`config.mk`:
```
export PLATFORM = sky130hd
export DESIGN_NAME = ddr3_app_bridge_flat
export DESIGN_NICKNAME = d
export VERILOG_FILES = /design/src/rtl/ddr3_app_bridge_pkg.sv /design/src/rtl/ddr3_app_bridge_if.sv /design/src/rtl/ddr3_app_bridge_lane_mux.sv /design/src/rtl/ddr3_app_bridge.sv /design/src/flat_wrapper.sv
export SDC_FILE = /design/constraint.sdc
export NUM_CORES = 1
export LEC_CHECK = 0
export CORE_UTILIZATION = 25
export DETAILED_ROUTE_END_ITERATION = 8
export PLACE_DENSITY = 0.54
export SETUP_SLACK_MARGIN = 0.3
export SYNTH_ARGS = -nofsm -noshare
export SYNTH_HDL_FRONTEND = slang
export SYNTH_HIERARCHICAL = 1
export SYNTH_SLANG_ARGS = --single-unit
```
`constraint.sdc`:
```
create_clock -name clk_i -period 2.1 [get_ports clk_i]
set_input_delay 0.42 -clock clk_i [delete_from_list [all_inputs] [get_ports clk_i]]
set_output_delay 0.42 -clock clk_i [all_outputs]
set_load 0.005 [all_outputs]
```
`src/rtl/ddr3_app_bridge_pkg.sv`:
```
//------------------------------------------------------------------------------
// Module   : ddr_bridge_pkg
// Purpose  : Shared constants and FSM state type for the CPU-to-DDR3 app bridge.
// Revision : 1.0 - initial release
//------------------------------------------------------------------------------
`default_nettype none

package ddr_bridge_pkg;

  // Controller app_cmd encodings
  localparam logic [2:0]  APP_CMD_WR = 3'b000;
  localparam logic [2:0]  APP_CMD_RD = 3'b001;

  // Read data returned alongside a timeout error
  localparam logic [31:0] ERR_RDATA  = 32'hDEAD_BEEF;

  // Bridge sequencing states
  typedef enum logic [2:0] {
    WAIT_CAL = 3'd0,
    IDLE     = 3'd1,
    WR       = 3'd2,
    RD       = 3'd3,
    RD_WAIT  = 3'd4
  } state_t;

endpackage

`default_nettype wire

```
`src/rtl/ddr3_app_bridge_if.sv`:
```
//------------------------------------------------------------------------------
// Module   : ddr3_app_bridge_if
// Purpose  : CPU request/response port plus DDR3 controller app port, bundled.
//            The bridge uses the slave modport; its environment uses master.
// Revision : 1.0 - initial release
//------------------------------------------------------------------------------
`default_nettype none

interface ddr3_app_bridge_if #(
  parameter int ADDR_W     = 28,
  parameter int APP_DATA_W = 128
);

  // Controller status
  logic                    calib_done_i;

  // CPU request / response
  logic                    req_valid_i;
  logic                    req_ready_o;
  logic                    req_we_i;
  logic [31:0]             req_addr_i;
  logic [31:0]             req_wdata_i;
  logic [3:0]              req_be_i;
  logic                    resp_valid_o;
  logic [31:0]             resp_rdata_o;
  logic                    resp_err_o;

  // Controller app interface
  logic [ADDR_W-1:0]       app_addr_o;
  logic [2:0]              app_cmd_o;
  logic                    app_en_o;
  logic                    app_rdy_i;
  logic [APP_DATA_W-1:0]   app_wdf_data_o;
  logic                    app_wdf_wren_o;
  logic                    app_wdf_end_o;
  logic [APP_DATA_W/8-1:0] app_wdf_mask_o;
  logic                    app_wdf_rdy_i;
  logic [APP_DATA_W-1:0]   app_rd_data_i;
  logic                    app_rd_data_valid_i;

  // Environment side: CPU + controller model
  modport master (
    output calib_done_i, req_valid_i, req_we_i, req_addr_i, req_wdata_i, req_be_i,
           app_rdy_i, app_wdf_rdy_i, app_rd_data_i, app_rd_data_valid_i,
    input  req_ready_o, resp_valid_o, resp_rdata_o, resp_err_o,
           app_addr_o, app_cmd_o, app_en_o, app_wdf_data_o, app_wdf_wren_o,
           app_wdf_end_o, app_wdf_mask_o
  );

  // Bridge side
  modport slave (
    input  calib_done_i, req_valid_i, req_we_i, req_addr_i, req_wdata_i, req_be_i,
           app_rdy_i, app_wdf_rdy_i, app_rd_data_i, app_rd_data_valid_i,
    output req_ready_o, resp_valid_o, resp_rdata_o, resp_err_o,
           app_addr_o, app_cmd_o, app_en_o, app_wdf_data_o, app_wdf_wren_o,
           app_wdf_end_o, app_wdf_mask_o
  );

endinterface

`default_nettype wire

```
`src/rtl/ddr3_app_bridge_lane_mux.sv`:
```
//------------------------------------------------------------------------------
// Module   : ddr3_lane_mux
// Purpose  : Maps one 32-bit CPU word onto a 128-bit app burst: replicates the
//            write word into every lane, builds the byte mask that only opens
//            the selected lane, and picks the selected lane out of read data.
// Revision : 1.0 - initial release
//------------------------------------------------------------------------------
`default_nettype none

module ddr3_lane_mux #(
  parameter int APP_DATA_W = 128
) (
  input  wire  [1:0]              lane,
  input  wire  [31:0]             wdata,
  input  wire  [3:0]              be,
  input  wire  [APP_DATA_W-1:0]   rd_data,
  output logic [APP_DATA_W-1:0]   wdf_data,
  output logic [APP_DATA_W/8-1:0] wdf_mask,
  output logic [31:0]             rd_word
);

  localparam int c_LANES = APP_DATA_W / 32;

  // Per-lane write data copy and mask; mask bit 1 means "do not write"
  for (genvar gi = 0; gi < c_LANES; gi++) begin : g_lane
    assign wdf_data[32*gi +: 32] = wdata;
    assign wdf_mask[4*gi +: 4]   = (lane == 2'(gi)) ? ~be : 4'hF;
  end

  // Selected 32-bit lane of the returned burst
  assign rd_word = rd_data[32*lane +: 32];

endmodule

`default_nettype wire

```
`src/rtl/ddr3_app_bridge.sv`:
```
//------------------------------------------------------------------------------
// Module   : ddr3_app_bridge
// Purpose  : Bridges single-word CPU data accesses onto the DDR3 controller app
//            interface. One request outstanding at a time; traffic is gated
//            until calibration completes; reads time out with an error.
// Revision : 1.0 - initial release
//------------------------------------------------------------------------------
`default_nettype none

module ddr3_app_bridge
  import ddr_bridge_pkg::*;
#(
  parameter int ADDR_W     = 28,
  parameter int APP_DATA_W = 128,
  parameter int RD_TIMEOUT = 1023
) (
  input  wire              clk_i,
  input  wire              rst_i,
  ddr3_app_bridge_if.slave bus
);

  localparam int c_CNT_W = $clog2(RD_TIMEOUT + 1);

  state_t               r_state;
  logic                 r_req_ready;
  logic                 r_resp_valid;
  logic                 r_resp_err;
  logic [31:0]          r_resp_rdata;
  logic                 r_app_en;
  logic                 r_wren;
  logic [2:0]           r_app_cmd;
  logic [25:0]          r_addr;       // byte address bits [27:2]
  logic [31:0]          r_wdata;
  logic [3:0]           r_be;
  logic                 r_cmd_done;
  logic                 r_dat_done;
  logic                 r_cal_lost;   // calibration dropped while a request was in flight
  logic [c_CNT_W-1:0]   r_cnt;

  logic                 w_cmd_acc;
  logic                 w_dat_acc;
  logic                 w_cmd_done_nx;
  logic                 w_dat_done_nx;
  logic                 w_cal_ok;
  logic                 w_timeout;
  logic [31:0]          w_rd_word;
  logic                 w_unused;

  // Channel handshakes and completion terms
  assign w_cmd_acc     = r_app_en & bus.app_rdy_i;
  assign w_dat_acc     = r_wren & bus.app_wdf_rdy_i;
  assign w_cmd_done_nx = r_cmd_done | w_cmd_acc;
  assign w_dat_done_nx = r_dat_done | w_dat_acc;
  assign w_cal_ok      = bus.calib_done_i & ~r_cal_lost;
  assign w_timeout     = (r_cnt == c_CNT_W'(RD_TIMEOUT - 1));

  // Address bits outside the 256 MB window and the byte offset are not used
  assign w_unused = &{1'b0, bus.req_addr_i[31:28], bus.req_addr_i[1:0]};

  // Lane steering for the latched request
  ddr3_lane_mux #(
    .APP_DATA_W (APP_DATA_W)
  ) u_lane_mux (
    .lane     (r_addr[1:0]),
    .wdata    (r_wdata),
    .be       (r_be),
    .rd_data  (bus.app_rd_data_i),
    .wdf_data (bus.app_wdf_data_o),
    .wdf_mask (bus.app_wdf_mask_o),
    .rd_word  (w_rd_word)
  );

  // Output drive; burst address counts 16-bit DQ words, aligned to BL8
  assign bus.req_ready_o    = r_req_ready;
  assign bus.resp_valid_o   = r_resp_valid;
  assign bus.resp_err_o     = r_resp_err;
  assign bus.resp_rdata_o   = r_resp_rdata;
  assign bus.app_en_o       = r_app_en;
  assign bus.app_cmd_o      = r_app_cmd;
  assign bus.app_wdf_wren_o = r_wren;
  assign bus.app_wdf_end_o  = r_wren;
  assign bus.app_addr_o     = ADDR_W'({r_addr[25:2], 3'b000});

  // Request sequencing: calibration gate, write/read command issue, read timeout
  always_ff @(posedge clk_i or negedge rst_i) begin
    if (!rst_i) begin
      r_state      <= WAIT_CAL;
      r_req_ready  <= 1'b0;
      r_resp_valid <= 1'b0;
      r_resp_err   <= 1'b0;
      r_resp_rdata <= '0;
      r_app_en     <= 1'b0;
      r_wren       <= 1'b0;
      r_app_cmd    <= '0;
      r_addr       <= '0;
      r_wdata      <= '0;
      r_be         <= '0;
      r_cmd_done   <= 1'b0;
      r_dat_done   <= 1'b0;
      r_cal_lost   <= 1'b0;
      r_cnt        <= '0;
    end else begin
      r_resp_valid <= 1'b0;
      case (r_state)
        WAIT_CAL: begin
          r_req_ready <= 1'b0;
          if (bus.calib_done_i) begin
            r_state     <= IDLE;
            r_req_ready <= 1'b1;
          end
        end

        IDLE: begin
          if (bus.req_valid_i) begin
            r_addr      <= bus.req_addr_i[27:2];
            r_wdata     <= bus.req_wdata_i;
            r_be        <= bus.req_be_i;
            r_req_ready <= 1'b0;
            r_cal_lost  <= ~bus.calib_done_i;
            r_app_en    <= 1'b1;
            if (bus.req_we_i) begin
              r_state    <= WR;
              r_app_cmd  <= APP_CMD_WR;
              r_wren     <= 1'b1;
              r_cmd_done <= 1'b0;
              r_dat_done <= 1'b0;
            end else begin
              r_state   <= RD;
              r_app_cmd <= APP_CMD_RD;
            end
          end else if (!bus.calib_done_i) begin
            r_state     <= WAIT_CAL;
            r_req_ready <= 1'b0;
          end
        end

        WR: begin
          if (!bus.calib_done_i) r_cal_lost <= 1'b1;
          r_cmd_done <= w_cmd_done_nx;
          r_dat_done <= w_dat_done_nx;
          if (w_cmd_acc) r_app_en <= 1'b0;
          if (w_dat_acc) r_wren   <= 1'b0;
          if (w_cmd_done_nx && w_dat_done_nx) begin
            r_resp_valid <= 1'b1;
            r_resp_err   <= 1'b0;
            r_state      <= w_cal_ok ? IDLE : WAIT_CAL;
            r_req_ready  <= w_cal_ok;
            r_cal_lost   <= 1'b0;
          end
        end

        RD: begin
          if (!bus.calib_done_i) r_cal_lost <= 1'b1;
          if (w_cmd_acc) begin
            r_app_en <= 1'b0;
            r_state  <= RD_WAIT;
            r_cnt    <= '0;
          end
        end

        RD_WAIT: begin
          if (!bus.calib_done_i) r_cal_lost <= 1'b1;
          r_cnt <= r_cnt + c_CNT_W'(1);
          // Data arriving on the timeout cycle still counts as a good read
          if (bus.app_rd_data_valid_i || w_timeout) begin
            r_resp_valid <= 1'b1;
            r_resp_err   <= ~bus.app_rd_data_valid_i;
            r_resp_rdata <= bus.app_rd_data_valid_i ? w_rd_word : ERR_RDATA;
            r_state      <= w_cal_ok ? IDLE : WAIT_CAL;
            r_req_ready  <= w_cal_ok;
            r_cal_lost   <= 1'b0;
          end
        end

        default: begin
          r_state     <= WAIT_CAL;
          r_req_ready <= 1'b0;
        end
      endcase
    end
  end

endmodule

`default_nettype wire

```
`src/flat_wrapper.sv`:
```
// flat-port wrapper written by rule: the top's interface ports become plain ports
module ddr3_app_bridge_flat import ddr_bridge_pkg::*;
#(
  parameter int ADDR_W     = 28,
  parameter int APP_DATA_W = 128,
  parameter int RD_TIMEOUT = 1023
)
  (clk_i, rst_i, bus_calib_done_i, bus_req_valid_i, bus_req_we_i, bus_req_addr_i, bus_req_wdata_i, bus_req_be_i, bus_app_rdy_i, bus_app_wdf_rdy_i, bus_app_rd_data_i, bus_app_rd_data_valid_i, bus_req_ready_o, bus_resp_valid_o, bus_resp_rdata_o, bus_resp_err_o, bus_app_addr_o, bus_app_cmd_o, bus_app_en_o, bus_app_wdf_data_o, bus_app_wdf_wren_o, bus_app_wdf_end_o, bus_app_wdf_mask_o);
  ddr3_app_bridge_if #(.ADDR_W(ADDR_W), .APP_DATA_W(APP_DATA_W)) bus_i ();
  input  wire clk_i;
  input  wire rst_i;
  input wire logic [$bits(bus_i.calib_done_i)-1:0] bus_calib_done_i;
  input wire logic [$bits(bus_i.req_valid_i)-1:0] bus_req_valid_i;
  input wire logic [$bits(bus_i.req_we_i)-1:0] bus_req_we_i;
  input wire logic [$bits(bus_i.req_addr_i)-1:0] bus_req_addr_i;
  input wire logic [$bits(bus_i.req_wdata_i)-1:0] bus_req_wdata_i;
  input wire logic [$bits(bus_i.req_be_i)-1:0] bus_req_be_i;
  input wire logic [$bits(bus_i.app_rdy_i)-1:0] bus_app_rdy_i;
  input wire logic [$bits(bus_i.app_wdf_rdy_i)-1:0] bus_app_wdf_rdy_i;
  input wire logic [$bits(bus_i.app_rd_data_i)-1:0] bus_app_rd_data_i;
  input wire logic [$bits(bus_i.app_rd_data_valid_i)-1:0] bus_app_rd_data_valid_i;
  output wire logic [$bits(bus_i.req_ready_o)-1:0] bus_req_ready_o;
  output wire logic [$bits(bus_i.resp_valid_o)-1:0] bus_resp_valid_o;
  output wire logic [$bits(bus_i.resp_rdata_o)-1:0] bus_resp_rdata_o;
  output wire logic [$bits(bus_i.resp_err_o)-1:0] bus_resp_err_o;
  output wire logic [$bits(bus_i.app_addr_o)-1:0] bus_app_addr_o;
  output wire logic [$bits(bus_i.app_cmd_o)-1:0] bus_app_cmd_o;
  output wire logic [$bits(bus_i.app_en_o)-1:0] bus_app_en_o;
  output wire logic [$bits(bus_i.app_wdf_data_o)-1:0] bus_app_wdf_data_o;
  output wire logic [$bits(bus_i.app_wdf_wren_o)-1:0] bus_app_wdf_wren_o;
  output wire logic [$bits(bus_i.app_wdf_end_o)-1:0] bus_app_wdf_end_o;
  output wire logic [$bits(bus_i.app_wdf_mask_o)-1:0] bus_app_wdf_mask_o;
  assign bus_i.calib_done_i = bus_calib_done_i;
  assign bus_i.req_valid_i = bus_req_valid_i;
  assign bus_i.req_we_i = bus_req_we_i;
  assign bus_i.req_addr_i = bus_req_addr_i;
  assign bus_i.req_wdata_i = bus_req_wdata_i;
  assign bus_i.req_be_i = bus_req_be_i;
  assign bus_i.app_rdy_i = bus_app_rdy_i;
  assign bus_i.app_wdf_rdy_i = bus_app_wdf_rdy_i;
  assign bus_i.app_rd_data_i = bus_app_rd_data_i;
  assign bus_i.app_rd_data_valid_i = bus_app_rd_data_valid_i;
  assign bus_req_ready_o = bus_i.req_ready_o;
  assign bus_resp_valid_o = bus_i.resp_valid_o;
  assign bus_resp_rdata_o = bus_i.resp_rdata_o;
  assign bus_resp_err_o = bus_i.resp_err_o;
  assign bus_app_addr_o = bus_i.app_addr_o;
  assign bus_app_cmd_o = bus_i.app_cmd_o;
  assign bus_app_en_o = bus_i.app_en_o;
  assign bus_app_wdf_data_o = bus_i.app_wdf_data_o;
  assign bus_app_wdf_wren_o = bus_i.app_wdf_wren_o;
  assign bus_app_wdf_end_o = bus_i.app_wdf_end_o;
  assign bus_app_wdf_mask_o = bus_i.app_wdf_mask_o;
  ddr3_app_bridge #(.ADDR_W(ADDR_W), .APP_DATA_W(APP_DATA_W), .RD_TIMEOUT(RD_TIMEOUT)) u_core (.clk_i(clk_i), .rst_i(rst_i), .bus(bus_i));
endmodule
```
== Yosys cells after proc, flatten, opt, wreduce, memory -nomap -nowiden ==
Cells that the tools add are included.
Word-level totals
  register bits after elaboration: 118
  input bits: 204
  output and inout bits: 213
  word-level logic and storage cells: 109
Cells by class
  add/sub/neg operators: 1
  equal/unequal tests: 17
  shifts and indexed selects: 1
  multiplexer cells: 45
  bitwise operators: 10
  reduce and logical (&&, ||, !) cells: 20
Operator list (count)
  $shiftx 128x8->32: 1
  $mux 32: 1
  $mux 1: 23
  $pmux 10 s2: 1
  $mux 3: 6
  $mux 4: 4
  $pmux 3 s5: 1
  $pmux 1 s2: 6
  $add 10x1->10 const B: 1
  $eq 10x10->1 const B: 1
  $mux 10: 1
  $ne 2x1->1 const B: 5
  $reduce_and 3->1: 3
  $reduce_and 2->1: 4
  $reduce_and 4->1: 2
  $reduce_bool 2->1: 4
  $eq 3x2->1 const B: 2
  $ne 2x2->1 const B: 3
  $pmux 1 s5: 1
  $reduce_and 5->1: 1
  $eq 2x2->1 const B: 2
  $not 1->1: 4
  $not 4->4: 1
  $pmux 1 s4: 1
  12 further kinds: 15

== Longest topological paths before layout ==
  depth in word-level cells: 5
  mapped depth: 7
  mapped depth without buffers: 6

== Hierarchy ==
The synthesis kept the hierarchy.
By module, submodules not included
  ddr3_app_bridge: instances 1, cells an instance 354, area an instance 4865.9 um^2, seq. area each 2902.8 um^2
  ddr3_lane_mux: instances 1, cells an instance 186, area an instance 1858.0 um^2, seq. area each 0.0 um^2

== Worst setup path after synthesis ==
OpenSTA, ideal clock, no wires.
  path type: register to register
  start point: register u_core.r_state[1]
  end point: register u_core.r_addr[19]
  library setup time: 0.125 ns
  arrival: 1.502 ns
  data required time: 1.975 ns
  path slack: 0.473 ns
  cell stages (with the launch flop): 6
  path buffers: 2
  cells stage by stage: dfrtp_1 nand2b_1 nor3b_2 buf_4 buf_4 mux2_2
On the way
  longest elaborated chain between the ends: 2
Ends and longest elaborated chain
  from (decl): line ddr3_app_bridge.sv:24  | state_t r_state;
  from (signal assigned): line ddr3_app_bridge.sv:146  | r_state <= w_cal_ok ? IDLE : WAIT_CAL;
  from (signal assigned): line ddr3_app_bridge.sv:169  | r_state <= w_cal_ok ? IDLE : WAIT_CAL;
  $eq 3x1->1: line ddr3_app_bridge.sv:104  | case (r_state)
  $reduce_and 2->1 (no line)
  to (signal assigned): line ddr3_app_bridge.sv:115  | r_addr <= bus.req_addr_i[27:2];
  to (decl): line ddr3_app_bridge.sv:32  | logic [25:0] r_addr;
No other way between the ends.
A chain may end at the register's enable or synchronous reset.

== Worst setup path after layout ==
  start point: register u_core.r_addr[1]
  end point: output port bus_app_wdf_mask_o[2]
On the way
  longest elaborated chain between the ends: 2
Ends and longest elaborated chain
  $logic_not 2->1: line ddr3_app_bridge_lane_mux.sv:27  | assign wdf_mask[4*gi +: 4] = (lane == 2'(gi)) ? ~be : 4'hF;
  $mux 4: line ddr3_app_bridge_lane_mux.sv:27
  to (decl): line flat_wrapper.sv:32  | output wire logic [$bits(bus_i.app_wdf_mask_o)-1:0] bus_app_wdf_mask_o;
No other way between the ends.

==> impl_results.md <==
- Post-DP HPWL: 15500 um
- Post-synth top cells: buf_4, dfrtp_1, mux2_2, mux4_2, o22a_1
- Mapped cell area: 0.00672 mm^2
- Residual DRC count: 18
- Pwr dens: 1340 mW/mm^2
- Slew headroom: 0.631
- CP max FO: 6
- Seq/Total Area, Yosys: 0.432
- Sw power: 0.00457 W
- Top-count cell post-synth: buf_4
- Setup crit end: bus_app_wdf_mask_o[2]
- First-pass GRT wire length: 31600 um
- Largest net degree at the start of global routing: 38
- Site row count: 59
- Async set-reset flop share out of synthesis: 1.00
- RSZ-0062 raised after global routing: true
- Clk root buf: clkbuf_16
- Sink Count: 116
- Syn. warnings: 6
- Outcome: complete, but fails checks
- Reg-to-Reg End: u_core/bus.resp_rdata_o[30]
- Comb pwr share: 0.525
- M1 wire length: 8330 um
- Worst Setup Start Kind: flip-flop
- Post-synth top area cell: dfrtp_1
- Max-Cap Viols: 0
- Htree depth: 4
- Hold slack: 0.491 ns
- Routed WL: 21100 um
- FILL cells: 2493
- Slew Limit Fails: 0
- Hold Crit Class: reg2reg
- Crit path launch: u_core/r_addr[1]
- Via Count: 5241
- Leakage: 5.21 nW
- Data arrival time of the worst path: 1.51 ns
- # setup viols final: 0
- Setup_tns: 0 ns
- Slew @ Worst Pin: 0.554 ns
- Area after DPL: 0.0101 mm^2
- DIE WIDTH: 166 um
- Post-layout util: 0.433
- Max frequency: 518 MHz
- Core area: 0.0262 mm^2
- Remaining global-route overflow: 0
- Reg2reg start: u_core/r_cnt[0]
- GP Congestion: 0.771
- CP endpoint kind: primary output
- Antenna Nets Post-Route: 0
- FF-to-FF path depth: 7
- Final period util: 0.919
- Failing checks: DRC
- Via-to-Cell Ratio: 4.34
- Ports: 417
- Clock power share: 0.202
- Final instance area: 0.0114 mm^2
- Worst Clk Skew: 0.0136 ns
- Area growth syn-to-layout: 68.9%
- Worst Setup Path Type: reg2out
- Gr usage total: 0.151
- Die area: 0.0276 mm^2
- Clk slew on worst S/H paths: 0.06 ns
- Syn Inst Count: 540
- Drt wl/cell: 17.5 um
- Sequential power share: 0.273
- Total power: 0.0152 W
- Flops & latches, synth: 116
- Count of cell types in the netlist: 52
- Initial antenna violation count: 0
- PortBufs: 404
- Post-layout min period: 1.93 ns
- Ant. Diodes: 0
- Hold Vio Cnt, Final: 0
- Layout cells sized above 1: 0.286
- Vias in the first global route: 5290
- DR WL met2: 10900 um
- Ys flop type: dfrtp_1
- R2R Setup Slk: 0.36 ns
- Iter 0 DRT Violations: 200
- Total CTS buffers: 17
- Starting Density: 0.257
- Post-synth EDFFs: 0
- Die height: 166 um
- Switching Share: 0.301
- Synth top area share: 0.432
- Internal: 0.0106 W
- Total iterations of the first detailed-routing run: 8
- CP Data Required Time: 1.68 ns
- Synth Area per Inst: 12.5 um^2
- Max VDD drop: 0.586 mV
- Dominant cells by area after synthesis: dfrtp_1, buf_4, mux4_2
- CTS tree: yes
- Clk Latency, worst-skew pair: 0.41 ns
- Top Layer Used: met4
- Metal3 WL: 1490 um
- Clock Tree Buf Depth: 2
- Nets: 1066
kinds of logic (layout without fill, tap and decap cells):
logic type / Yosys count / count (layout) / synth area share
buf+inv: 191 / 519 / 0.204
flops: 116 / 116 / 0.432
mux: 98 / 98 / 0.217
compound gates: 74 / 74 / 0.0839
simple gates: 56 / 56 / 0.0558
fa+ha+maj: 4 / 4 / 0.00670
other cells: 1 / 6 / 0.000558
stage by stage:
step,std cells,worst slack [ns]
5_1_grt,1208,0.116
2_1_floorplan,545,0.473
6_report,1208,0.170
3_5_place_dp,1118,-0.0298
3_3_place_gp,1118,-0.0256
4_1_cts,1180,0.0473
sequential cells by signal (all words and copies together) (netlist names):
name	cells
u_core/bus.app_cmd_o	1
u_core/bus.app_en_o	1
u_core/bus.app_wdf_end_o	1
u_core/bus.req_ready_o	1
u_core/bus.resp_err_o	1
u_core/bus.resp_rdata_o	32
u_core/bus.resp_valid_o	1
u_core/r_addr	26
u_core/r_be	4
u_core/r_cal_lost	1
u_core/r_cmd_done	1
u_core/r_cnt	10
u_core/r_dat_done	1
u_core/r_state	3
u_core/r_wdata	32
cells in the final DEF, fill, tap and decap left out, types with 12 or more instances in the layout:
master / Yosys / layout
buf_6: 2 / 12
dlygate4sd2_1: 0 / 36
o22a_1: 25 / 25
mux2_2: 63 / 63
dfrtp_1: 116 / 104
buf_4: 167 / 56
dlymetal6s2s_1: 0 / 56
buf_2: 11 / 12
dfrtp_2: 0 / 12
clkdlybuf4s50_1: 0 / 295
mux4_2: 32 / 32
clkbuf_16: 0 / 17
worst min path at each step:
| stage | startpoint | to | slack, ns | cells after the start |
|---|---|---|---|---|
| 2_1_floorplan | rst_i | u_core/bus.app_cmd_o[0] | 0.12 | 0 |
| 3_5_place_dp | rst_i | u_core/r_addr[4] | 0.45 | 1 |
| 4_1_cts | u_core/r_cnt[8] | u_core/r_cnt[8] | 0.50 | 1 |
| 6_report | u_core/r_cnt[8] | u_core/r_cnt[8] | 0.49 | 1 |
| 5_1_grt | u_core/r_cnt[8] | u_core/r_cnt[8] | 0.51 | 1 |
| 3_3_place_gp | rst_i | u_core/r_addr[4] | 0.46 | 1 |
worst max-delay path, cell delays in order (launching register included):
cell and delay (ns):
dfrtp_2 0.46, buf_6 0.14, or3b_4 0.38, buf_6 0.13
repair_timing:
item / 4_1_cts / 5_1_grt
pin swaps: 2 / 14
gates resized for setup: 112 / 88
gates cloned: 2 / 0
buffers inserted: 27 / 28
setup endpoints to repair: 172 / 157
endpoints found under the hold margin: 12 / 0
hold buffers: 1 / 0
layer usage:
| metal | GRT usage | vias up |
|---|---|---|
| met3 | 0.0419 | 18 |
| met4 | 0.0471 | 0 |
| met5 | 0 | - |
| met2 | 0.261 | 239 |
| met1 | 0.182 | 2552 |
| li1 | - | 2432 |
power by group through the flow:
stage          Combinational (W)  Sequential [W]  Clock (W)
6_report                 0.00797         0.00415    0.00307
5_1_grt                  0.00850         0.00432    0.00329
4_1_cts                  0.00782         0.00423    0.00320
3_5_place_dp             0.00738         0.00435          0
3_3_place_gp             0.00736         0.00433          0
2_1_floorplan            0.00485         0.00402          0
final cells by class:
type                    instances  area, um^2  share of cell area
repair buffers                481        4860               0.428
inverters                       6        22.5             0.00198
clock inverters                13         170              0.0150
clock buffers                  19         453              0.0399
well taps                     335         419              0.0369
multi-input cells             238        2510               0.221
flip-flops and latches        116        2920               0.257
No activity file was read; power rests on OpenSTA's default activity.
